### src/rtl/f8_3850_status_if.sv
// Interface bundling the ALU flag, W transfer, interrupt-control and branch
// signals of the 3850 status stage. The master side is the sequencer/ALU
// that drives the stage; the slave side is the status stage itself.
interface f8_3850_status_if;
  // ALU flag outputs and commit control
  logic       alu_c;
  logic       alu_z;
  logic       alu_ov;
  logic       alu_s;
  logic [1:0] flag_cls;
  logic       flag_we;
  // LR W,J transfer
  logic       w_load;
  logic [4:0] w_in;
  // Interrupt control
  logic       ei;
  logic       di;
  logic       priv;
  logic       instr_done;
  logic       ext_int;
  // Branch evaluation
  logic       br_test;
  logic [3:0] br_mask;
  logic       br_eval;
  // Results
  logic [4:0] w_out;
  logic       br_taken;
  logic       br_valid;
  logic       int_accept;

  modport master (
    output alu_c, alu_z, alu_ov, alu_s, flag_cls, flag_we,
    output w_load, w_in, ei, di, priv, instr_done, ext_int,
    output br_test, br_mask, br_eval,
    input  w_out, br_taken, br_valid, int_accept
  );

  modport slave (
    input  alu_c, alu_z, alu_ov, alu_s, flag_cls, flag_we,
    input  w_load, w_in, ei, di, priv, instr_done, ext_int,
    input  br_test, br_mask, br_eval,
    output w_out, br_taken, br_valid, int_accept
  );
endinterface

### src/rtl/f8_3850_status.sv
// 3850 W (status) register stage: commits ALU flags by update class, handles
// LR W,J loads and EI/DI control of ICB, evaluates BT/BF branch conditions
// against the registered W and produces the registered interrupt-accept
// qualifier including the post-privileged-instruction deferral.
module f8_3850_status #(
  parameter logic [4:0] W_RESET = 5'h00
) (
  input logic             clk,
  input logic             rst,
  f8_3850_status_if.slave bus
);

  // W layout: [0]=S, [1]=C, [2]=Z, [3]=O, [4]=ICB
  logic [4:0] w_r;
  logic       ei_pend_r;
  logic       defer_r;
  logic       br_taken_r;
  logic       br_valid_r;
  logic       int_accept_r;

  logic [3:0] flags_nxt_s;
  logic       icb_nxt_s;
  logic       ei_pend_nxt_s;
  logic [4:0] w_nxt_s;
  logic       ei_pend_fin_s;
  logic       br_hit_s;
  logic       br_taken_nxt_s;
  logic       int_accept_nxt_s;

  // Flag field update selected by the instruction's update class
  always_comb begin
    flags_nxt_s = w_r[3:0];
    if (bus.flag_we) begin
      case (bus.flag_cls)
        2'd0:    flags_nxt_s = w_r[3:0];
        2'd1:    flags_nxt_s = {bus.alu_ov, bus.alu_z, bus.alu_c, bus.alu_s};
        2'd2:    flags_nxt_s = {1'b0, bus.alu_z, 1'b0, bus.alu_s};
        2'd3:    flags_nxt_s = {w_r[3], bus.alu_z, w_r[1], bus.alu_s};
        default: flags_nxt_s = w_r[3:0];
      endcase
    end else begin
      flags_nxt_s = w_r[3:0];
    end
  end

  // ICB and the delayed-EI pending bit; DI dominates a simultaneous EI.
  // EI arms at its own instr_done and sets ICB at the next instr_done.
  always_comb begin
    icb_nxt_s     = w_r[4];
    ei_pend_nxt_s = ei_pend_r;
    if (bus.di) begin
      icb_nxt_s     = 1'b0;
      ei_pend_nxt_s = 1'b0;
    end else if (bus.ei && bus.instr_done) begin
      // An earlier EI still pending completes here, then this EI re-arms.
      if (ei_pend_r) begin
        icb_nxt_s = 1'b1;
      end else begin
        icb_nxt_s = w_r[4];
      end
      ei_pend_nxt_s = 1'b1;
    end else if (ei_pend_r && bus.instr_done) begin
      icb_nxt_s     = 1'b1;
      ei_pend_nxt_s = 1'b0;
    end else begin
      icb_nxt_s     = w_r[4];
      ei_pend_nxt_s = ei_pend_r;
    end
  end

  // LR W,J overrides flag commits and EI/DI, and discards a pending EI
  always_comb begin
    w_nxt_s       = {icb_nxt_s, flags_nxt_s};
    ei_pend_fin_s = ei_pend_nxt_s;
    if (bus.w_load) begin
      w_nxt_s       = bus.w_in;
      ei_pend_fin_s = 1'b0;
    end else begin
      w_nxt_s       = {icb_nxt_s, flags_nxt_s};
      ei_pend_fin_s = ei_pend_nxt_s;
    end
  end

  // Branch test against the current (pre-commit) W and interrupt qualifier
  always_comb begin
    br_hit_s         = |(w_r[3:0] & bus.br_mask);
    br_taken_nxt_s   = br_taken_r;
    int_accept_nxt_s = w_r[4] & bus.ext_int & ~defer_r & ~ei_pend_r;
    if (bus.br_eval) begin
      if (bus.br_test) begin
        br_taken_nxt_s = br_hit_s;
      end else begin
        br_taken_nxt_s = ~br_hit_s;
      end
    end else begin
      br_taken_nxt_s = br_taken_r;
    end
  end

  // State registers with synchronous reset taking precedence over all inputs
  always_ff @(posedge clk) begin
    if (rst) begin
      w_r          <= W_RESET;
      ei_pend_r    <= 1'b0;
      defer_r      <= 1'b0;
      br_taken_r   <= 1'b0;
      br_valid_r   <= 1'b0;
      int_accept_r <= 1'b0;
    end else begin
      w_r          <= w_nxt_s;
      ei_pend_r    <= ei_pend_fin_s;
      if (bus.instr_done) begin
        defer_r <= bus.priv;
      end else begin
        defer_r <= defer_r;
      end
      br_taken_r   <= br_taken_nxt_s;
      br_valid_r   <= bus.br_eval;
      int_accept_r <= int_accept_nxt_s;
    end
  end

  assign bus.w_out      = w_r;
  assign bus.br_taken   = br_taken_r;
  assign bus.br_valid   = br_valid_r;
  assign bus.int_accept = int_accept_r;

endmodule

### src/flat_wrapper.sv
// flat-port wrapper written by rule: the top's interface ports become plain ports
module f8_3850_status_flat 
#(
  parameter logic [4:0] W_RESET = 5'h00
)
  (clk, rst, bus_alu_c, bus_alu_z, bus_alu_ov, bus_alu_s, bus_flag_cls, bus_flag_we, bus_w_load, bus_w_in, bus_ei, bus_di, bus_priv, bus_instr_done, bus_ext_int, bus_br_test, bus_br_mask, bus_br_eval, bus_w_out, bus_br_taken, bus_br_valid, bus_int_accept);
  f8_3850_status_if bus_i ();
  input logic clk;
  input logic rst;
  input wire logic [$bits(bus_i.alu_c)-1:0] bus_alu_c;
  input wire logic [$bits(bus_i.alu_z)-1:0] bus_alu_z;
  input wire logic [$bits(bus_i.alu_ov)-1:0] bus_alu_ov;
  input wire logic [$bits(bus_i.alu_s)-1:0] bus_alu_s;
  input wire logic [$bits(bus_i.flag_cls)-1:0] bus_flag_cls;
  input wire logic [$bits(bus_i.flag_we)-1:0] bus_flag_we;
  input wire logic [$bits(bus_i.w_load)-1:0] bus_w_load;
  input wire logic [$bits(bus_i.w_in)-1:0] bus_w_in;
  input wire logic [$bits(bus_i.ei)-1:0] bus_ei;
  input wire logic [$bits(bus_i.di)-1:0] bus_di;
  input wire logic [$bits(bus_i.priv)-1:0] bus_priv;
  input wire logic [$bits(bus_i.instr_done)-1:0] bus_instr_done;
  input wire logic [$bits(bus_i.ext_int)-1:0] bus_ext_int;
  input wire logic [$bits(bus_i.br_test)-1:0] bus_br_test;
  input wire logic [$bits(bus_i.br_mask)-1:0] bus_br_mask;
  input wire logic [$bits(bus_i.br_eval)-1:0] bus_br_eval;
  output wire logic [$bits(bus_i.w_out)-1:0] bus_w_out;
  output wire logic [$bits(bus_i.br_taken)-1:0] bus_br_taken;
  output wire logic [$bits(bus_i.br_valid)-1:0] bus_br_valid;
  output wire logic [$bits(bus_i.int_accept)-1:0] bus_int_accept;
  assign bus_i.alu_c = bus_alu_c;
  assign bus_i.alu_z = bus_alu_z;
  assign bus_i.alu_ov = bus_alu_ov;
  assign bus_i.alu_s = bus_alu_s;
  assign bus_i.flag_cls = bus_flag_cls;
  assign bus_i.flag_we = bus_flag_we;
  assign bus_i.w_load = bus_w_load;
  assign bus_i.w_in = bus_w_in;
  assign bus_i.ei = bus_ei;
  assign bus_i.di = bus_di;
  assign bus_i.priv = bus_priv;
  assign bus_i.instr_done = bus_instr_done;
  assign bus_i.ext_int = bus_ext_int;
  assign bus_i.br_test = bus_br_test;
  assign bus_i.br_mask = bus_br_mask;
  assign bus_i.br_eval = bus_br_eval;
  assign bus_w_out = bus_i.w_out;
  assign bus_br_taken = bus_i.br_taken;
  assign bus_br_valid = bus_i.br_valid;
  assign bus_int_accept = bus_i.int_accept;
  f8_3850_status #(.W_RESET(W_RESET)) u_core (.clk(clk), .rst(rst), .bus(bus_i));
endmodule
### config.mk
export PLATFORM = sky130hd
export DESIGN_NAME = f8_3850_status_flat
export DESIGN_NICKNAME = d
export VERILOG_FILES = /design/src/rtl/f8_3850_status_if.sv /design/src/rtl/f8_3850_status.sv /design/src/flat_wrapper.sv
export SDC_FILE = /design/constraint.sdc
export NUM_CORES = 1
export LEC_CHECK = 0
export CAP_MARGIN = 10
export CELL_PAD_IN_SITES_DETAIL_PLACEMENT = 1
export CELL_PAD_IN_SITES_GLOBAL_PLACEMENT = 2
export CORE_MARGIN = 10
export CORE_UTILIZATION = 19
export DETAILED_ROUTE_END_ITERATION = 6
export PLACE_DENSITY_LB_ADDON = 0.1
export SYNTH_ARGS = -nofsm -noshare
export SYNTH_HDL_FRONTEND = slang
export SYNTH_SLANG_ARGS = --single-unit
### constraint.sdc
create_clock -name clk -period 1.4 [get_ports clk]
set_input_delay 0.21 -clock clk [delete_from_list [all_inputs] [get_ports clk]]
set_output_delay 0.21 -clock clk [all_outputs]
set_load 0.03 [all_outputs]
======== After elaboration in Yosys (flattened, before gate mapping) ========
Cells that the tools add are included.
cells by class
  reduce and logical (&&, ||, !) cells .... 11
  bitwise logic cells ..................... 7
  equality and inequality tests ........... 6
  muxes and demuxes ....................... 10
operator list
  cell                                                    number
  case mux 4 bit (3 select lines)                         1
  two-way mux 1 bit                                       7
  two-way mux 5 bit                                       1
  AND 4 bit                                               1
  == test 2 bit (second input constant)                   2
  two-way mux 4 bit                                       1
  inequality test 2 bit (second input constant)           2
  inequality test 4 x 3 -> 1 bit (second input constant)  1
  AND reduction 2 bit                                     2
  nonzero test 2 bit                                      2
  nonzero test 4 bit                                      1
  OR reduction 4 bit                                      1
  AND 1 bit                                               3
  inverter 1 bit                                          3
  AND reduction 3 bit                                     1
  OR reduction 3 bit                                      1
  == test 2 x 1 -> 1 bit (second input constant)          1
  logical AND 1 bit                                       2
  logical NOT 2 bit                                       1
storage, ports and cells
  word-level logic and storage cells ...... 42
  output and inout bits ................... 8
  flip-flop bits (word level) ............. 10

======== Longest topological paths before layout ========
  depth after elaboration ................. 5
  mapped depth ............................ 4
  mapped depth without buffers ............ 3

======== Worst setup path before layout ========
OpenSTA, ideal clock, no wires.
  path kind ............................... register to register
  start point ............................. register, netlist name u_core.bus.w_out[4]
  end point ............................... register u_core.w_r[4], in the netlist u_core.bus.w_out[4]
  data arrival time ....................... 1.003 ns
  stages on the path, launching flop included .. 4
  setup time .............................. 0.066 ns
  slack ................................... 0.331 ns
  data required time ...................... 1.334 ns
  cells stage by stage .................... dfxtp_1 > a21oi_1 > or3_4 > a21oi_2
RTL lines
  what                    RTL line               RTL
  end signal: assignment  f8_3850_status.sv:110  w_r <= w_nxt_s;
  end: declaration        f8_3850_status.sv:14   logic [4:0] w_r;

======== Worst setup path in the final report ========
  start point ............................. register u_core.w_r[0], in the netlist u_core.bus.w_out[0]
  end point ............................... output bus_w_out[0]
RTL lines
  what              RTL line            RTL
  end: declaration  flat_wrapper.sv:26  output wire logic [$bits(bus_i.w_out)-1:0] bus_w_out;
No word-level cell between the ends.

==> impl_metrics.py <==
metrics = {
    "clocking": {
        "clock_tree.buffer_depth": 2,
        "cts_setup_buffers": 0,
        "cts_max_level": 1,
        "cts_hold_buf": 0,
        "cts_root_buffer": "clkbuf_4",
        "cts.clk_slew.worst_paths_ns": 0.06,
        "clk_latency_ns": 0.25,
        "numCtsBuffers": 3,
        "cts.sinks": 10,
        "cts_tree": "yes",
    },
    "yosys": {
        "synth_nets": 80,
        "ys_ff_latch": 10,
        "yosys.area.top_type": "dfxtp_1",
        "synth.distinct_cells": 24,
        "synth_most_common_cell": "dfxtp_1",
        "syn_inst": 54,
        "synthArstFlopShare_pct": 0,
        "synth_top_area_share_pct": 40.00,
        "synth.avg_cell_area_um2": 9.268,
        "yosys-top-cells-area": "dfxtp_1 40%, mux2i_1 8.0%, nor2b_1 5.0%",
        "yosys_warnings": 0,
        "ys_seq_area_share_pct": 40.00,
        "synth_edf_count": 0,
        "ys_top_cells_by_count": "10 x dfxtp_1, 5 x nor3_1, 4 x mux2i_1, 4 x nand2_1, 4 x nor2b_1",
        "netlist_area_um2": 500.5,
        "synth_top_flop_cell": "dfxtp_1",
    },
    "timing": {
        "fmax_mhz": 801.2,
        "relSlewSlack_pct": 79.17,
        "setup_viol": 0,
        "drv_slew": 0,
        "min_period_over_period_pct": 89.16,
        "fin_crit_ns": 1.248,
        "rsz0062_at_grt": "no",
        "hold_viol": 0,
        "finClkSkew_ns": 0.0003118,
        "max_slew.worst_pin.slew_ns": 0.3137,
        "fin_tns_setup_ns": 0,
    },
    "grt": {
        "grt_pass1_wl_um": 2656,
        "overflow": 0,
        "track_usage_pct": 6.474,
        "antenna_found_initial": 0,
        "grt_pass1_vias": 588,
        "grt_max_degree": 11,
    },
    "layout": {
        "regArea_um2": 200.2,
        "finalNetCount": 118,
        "multi_input_area_um2": 269.0,
        "final_cells": 120,
        "areaGrowthSynthToFinish_pct": 75.00,
        "drive_above_1_share_pct": 8.889,
        "fillCellCount": 299,
        "antenna_cells": 0,
    },
    "drt": {
        "routed_wl_um": 1648,
        "ant_nets": 0,
        "dr.pass1.iters": 2,
        "vias": 521,
        "dr_wl_met2_um": 719,
        "wl_per_cell_um": 13.73,
        "first_iter_violations": 7,
        "drcViolationCount": 0,
        "highest_layer": "met4",
        "wl_met1_um": 800,
        "routed-wl-met3_um": 94,
        "via_per_inst": 4.342,
    },
    "critical_path": {
        "critPathCaptureType": "output port",
        "crit_path_start_kind": "flop",
        "r2r_start": "u_core.ei_pend_r",
        "crit_chain": "dlygate4sd2_1",
        "reg2regPathDepth": 3,
        "cp_slowest_cell": "dlygate4sd2_1",
        "slowest_delay_ns": 0.42,
        "r2r-end": "u_core.bus.w_out[4]",
        "path_buf_inv": 1,
        "critical_path.top_delay_family": "buffers and inverters",
        "arrival_ns": 1.04,
        "crit_required_ns": 1.19,
        "rrSetupSlack_ns": 0.46,
        "cp_max_fo": 3,
        "path_class": "reg2out",
    },
    "placed_design": {
        "dp_cells": 117,
        "gp_congestion": 0.6935,
        "numPortBuffers": 33,
        "hpwl_um": 1437,
    },
    "die": {
        "core-area_um2": 2500,
        "num_rows": 18,
        "die_x_um": 71.33,
        "fp.dieArea_um2": 5087,
        "initial_core_util_pct": 20.02,
        "dieHeight_um": 71.33,
        "ios": 34,
    },
    "power": {
        "p_per_area_nw_per_um2": 789.0,
        "leakage_nw": 0.3667,
        "ir_drop_uv": 305.2,
    },
    "run_status": {
        "outcome": "completed",
    },
    "worst_hold_path": {
        "hold_depth": 3,
        "hp-start": "bus_w_in[4]",
        "hold_class": "in2reg",
        "hold_end": "u_core.bus.w_out[4]",
    },
    "flow_run": {
        "cap_violations": 0,
    },
}
[worst max-delay path by stage]
stage                           to  slack (ns)  cells after the start                start
5_1_grt               bus_w_out[0]        0.08                      1  u_core.bus.w_out[0]
3_5_place_dp   u_core.bus.w_out[2]        0.01                      4           bus_w_load
6_report              bus_w_out[0]        0.15                      1  u_core.bus.w_out[0]
4_1_cts               bus_w_out[0]        0.12                      1  u_core.bus.w_out[0]
3_3_place_gp   u_core.bus.w_out[0]        0.04                      4           bus_w_load
2_1_floorplan  u_core.bus.w_out[4]        0.33                      3  u_core.bus.w_out[4]
[routing by layer]
metal  vias to the layer above  track usage, %
li1                        268               -
met1                       229           7.991
met2                        22           9.314
met3                         2           1.515
met4                         0           5.161
met5                         -               0
[layout make-up]
class / instances / area share (%)
timing repair buffer: 36 / 39.14
multi-input combinational: 40 / 30.71
sequential: 10 / 22.86
tap: 30 / 4.286
clock buffer: 3 / 2.571
inverter: 1 / 0.4286
[repair_timing]
item | 4_1_cts | 5_1_grt
setup endpoints to repair | 8 | 0
resized for setup | 8 | 0
endpoints found under the hold margin | 0 | 0
[tightest hold or removal path: cells and delay by family]
| kind | cells | cell delay, ns |
|---|---|---|
| AO/OA/AOI/OAI | 1 | 0.04 |
| buffers and inverters | 1 | 0.40 |
| AND/OR/NAND/NOR | 1 | 0.08 |
[per-stage QoR]
step	setup slack (ns)	utilization (%)	hold slack (ns)	power [W]	cell area [um^2]
3_5_place_dp	0.01396	34.53	0.5134	0.0005267	863.3
6_report	0.1518	35.04	0.5140	0.0006911	875.8
5_1_grt	0.08135	35.04	0.5259	0.0007418	875.8
3_3_place_gp	0.04331	34.53	0.4918	0.0005243	863.3
2_1_floorplan	0.3307	-	0.2887	0.0004078	500.5
4_1_cts	0.1218	35.04	0.5062	0.0007112	875.8
[report_power, final]
group / switching, W / internal, W / leakage [nW]
registers: 0.0000106 / 0.000301 / 0.0825
clock network: 0.0000864 / 0.0000987 / 0.0138
logic: 0.0000826 / 0.000111 / 0.270
[cells by family after synthesis]
kind of cell           share of synthesized area (%)
AND/OR/NAND/NOR                                26.25
AO/OA/AOI/OAI                                  17.75
flip-flops                                     40.00
multiplexers                                   8.000
buffers and inverters                          6.248
XOR/XNOR                                       1.750
[cell usage in the layout, fill, tap and decap left out, types with 2 or more instances in the layout]
cell type and count:
clkdlybuf4s50_1 25, dfxtp_1 10, dlygate4sd2_1 8, nor3_1 5, nand2_1 4, nor2b_1 4, mux2i_1 4, o21a_1 3
clkbuf_4 3, buf_4 3, a22o_1 2, nor2_1 2, o21ai_0 2, nand3b_1 2, a31oi_1 2
[sequential cells by signal, indices dropped and copies added (netlist names)]
signal,count
u_core.bus.w_out,5
u_core.bus.br_taken,1
u_core.bus.br_valid,1
u_core.bus.int_accept,1
u_core.defer_r,1
u_core.ei_pend_r,1
No activity file was read; power rests on OpenSTA's default activity.
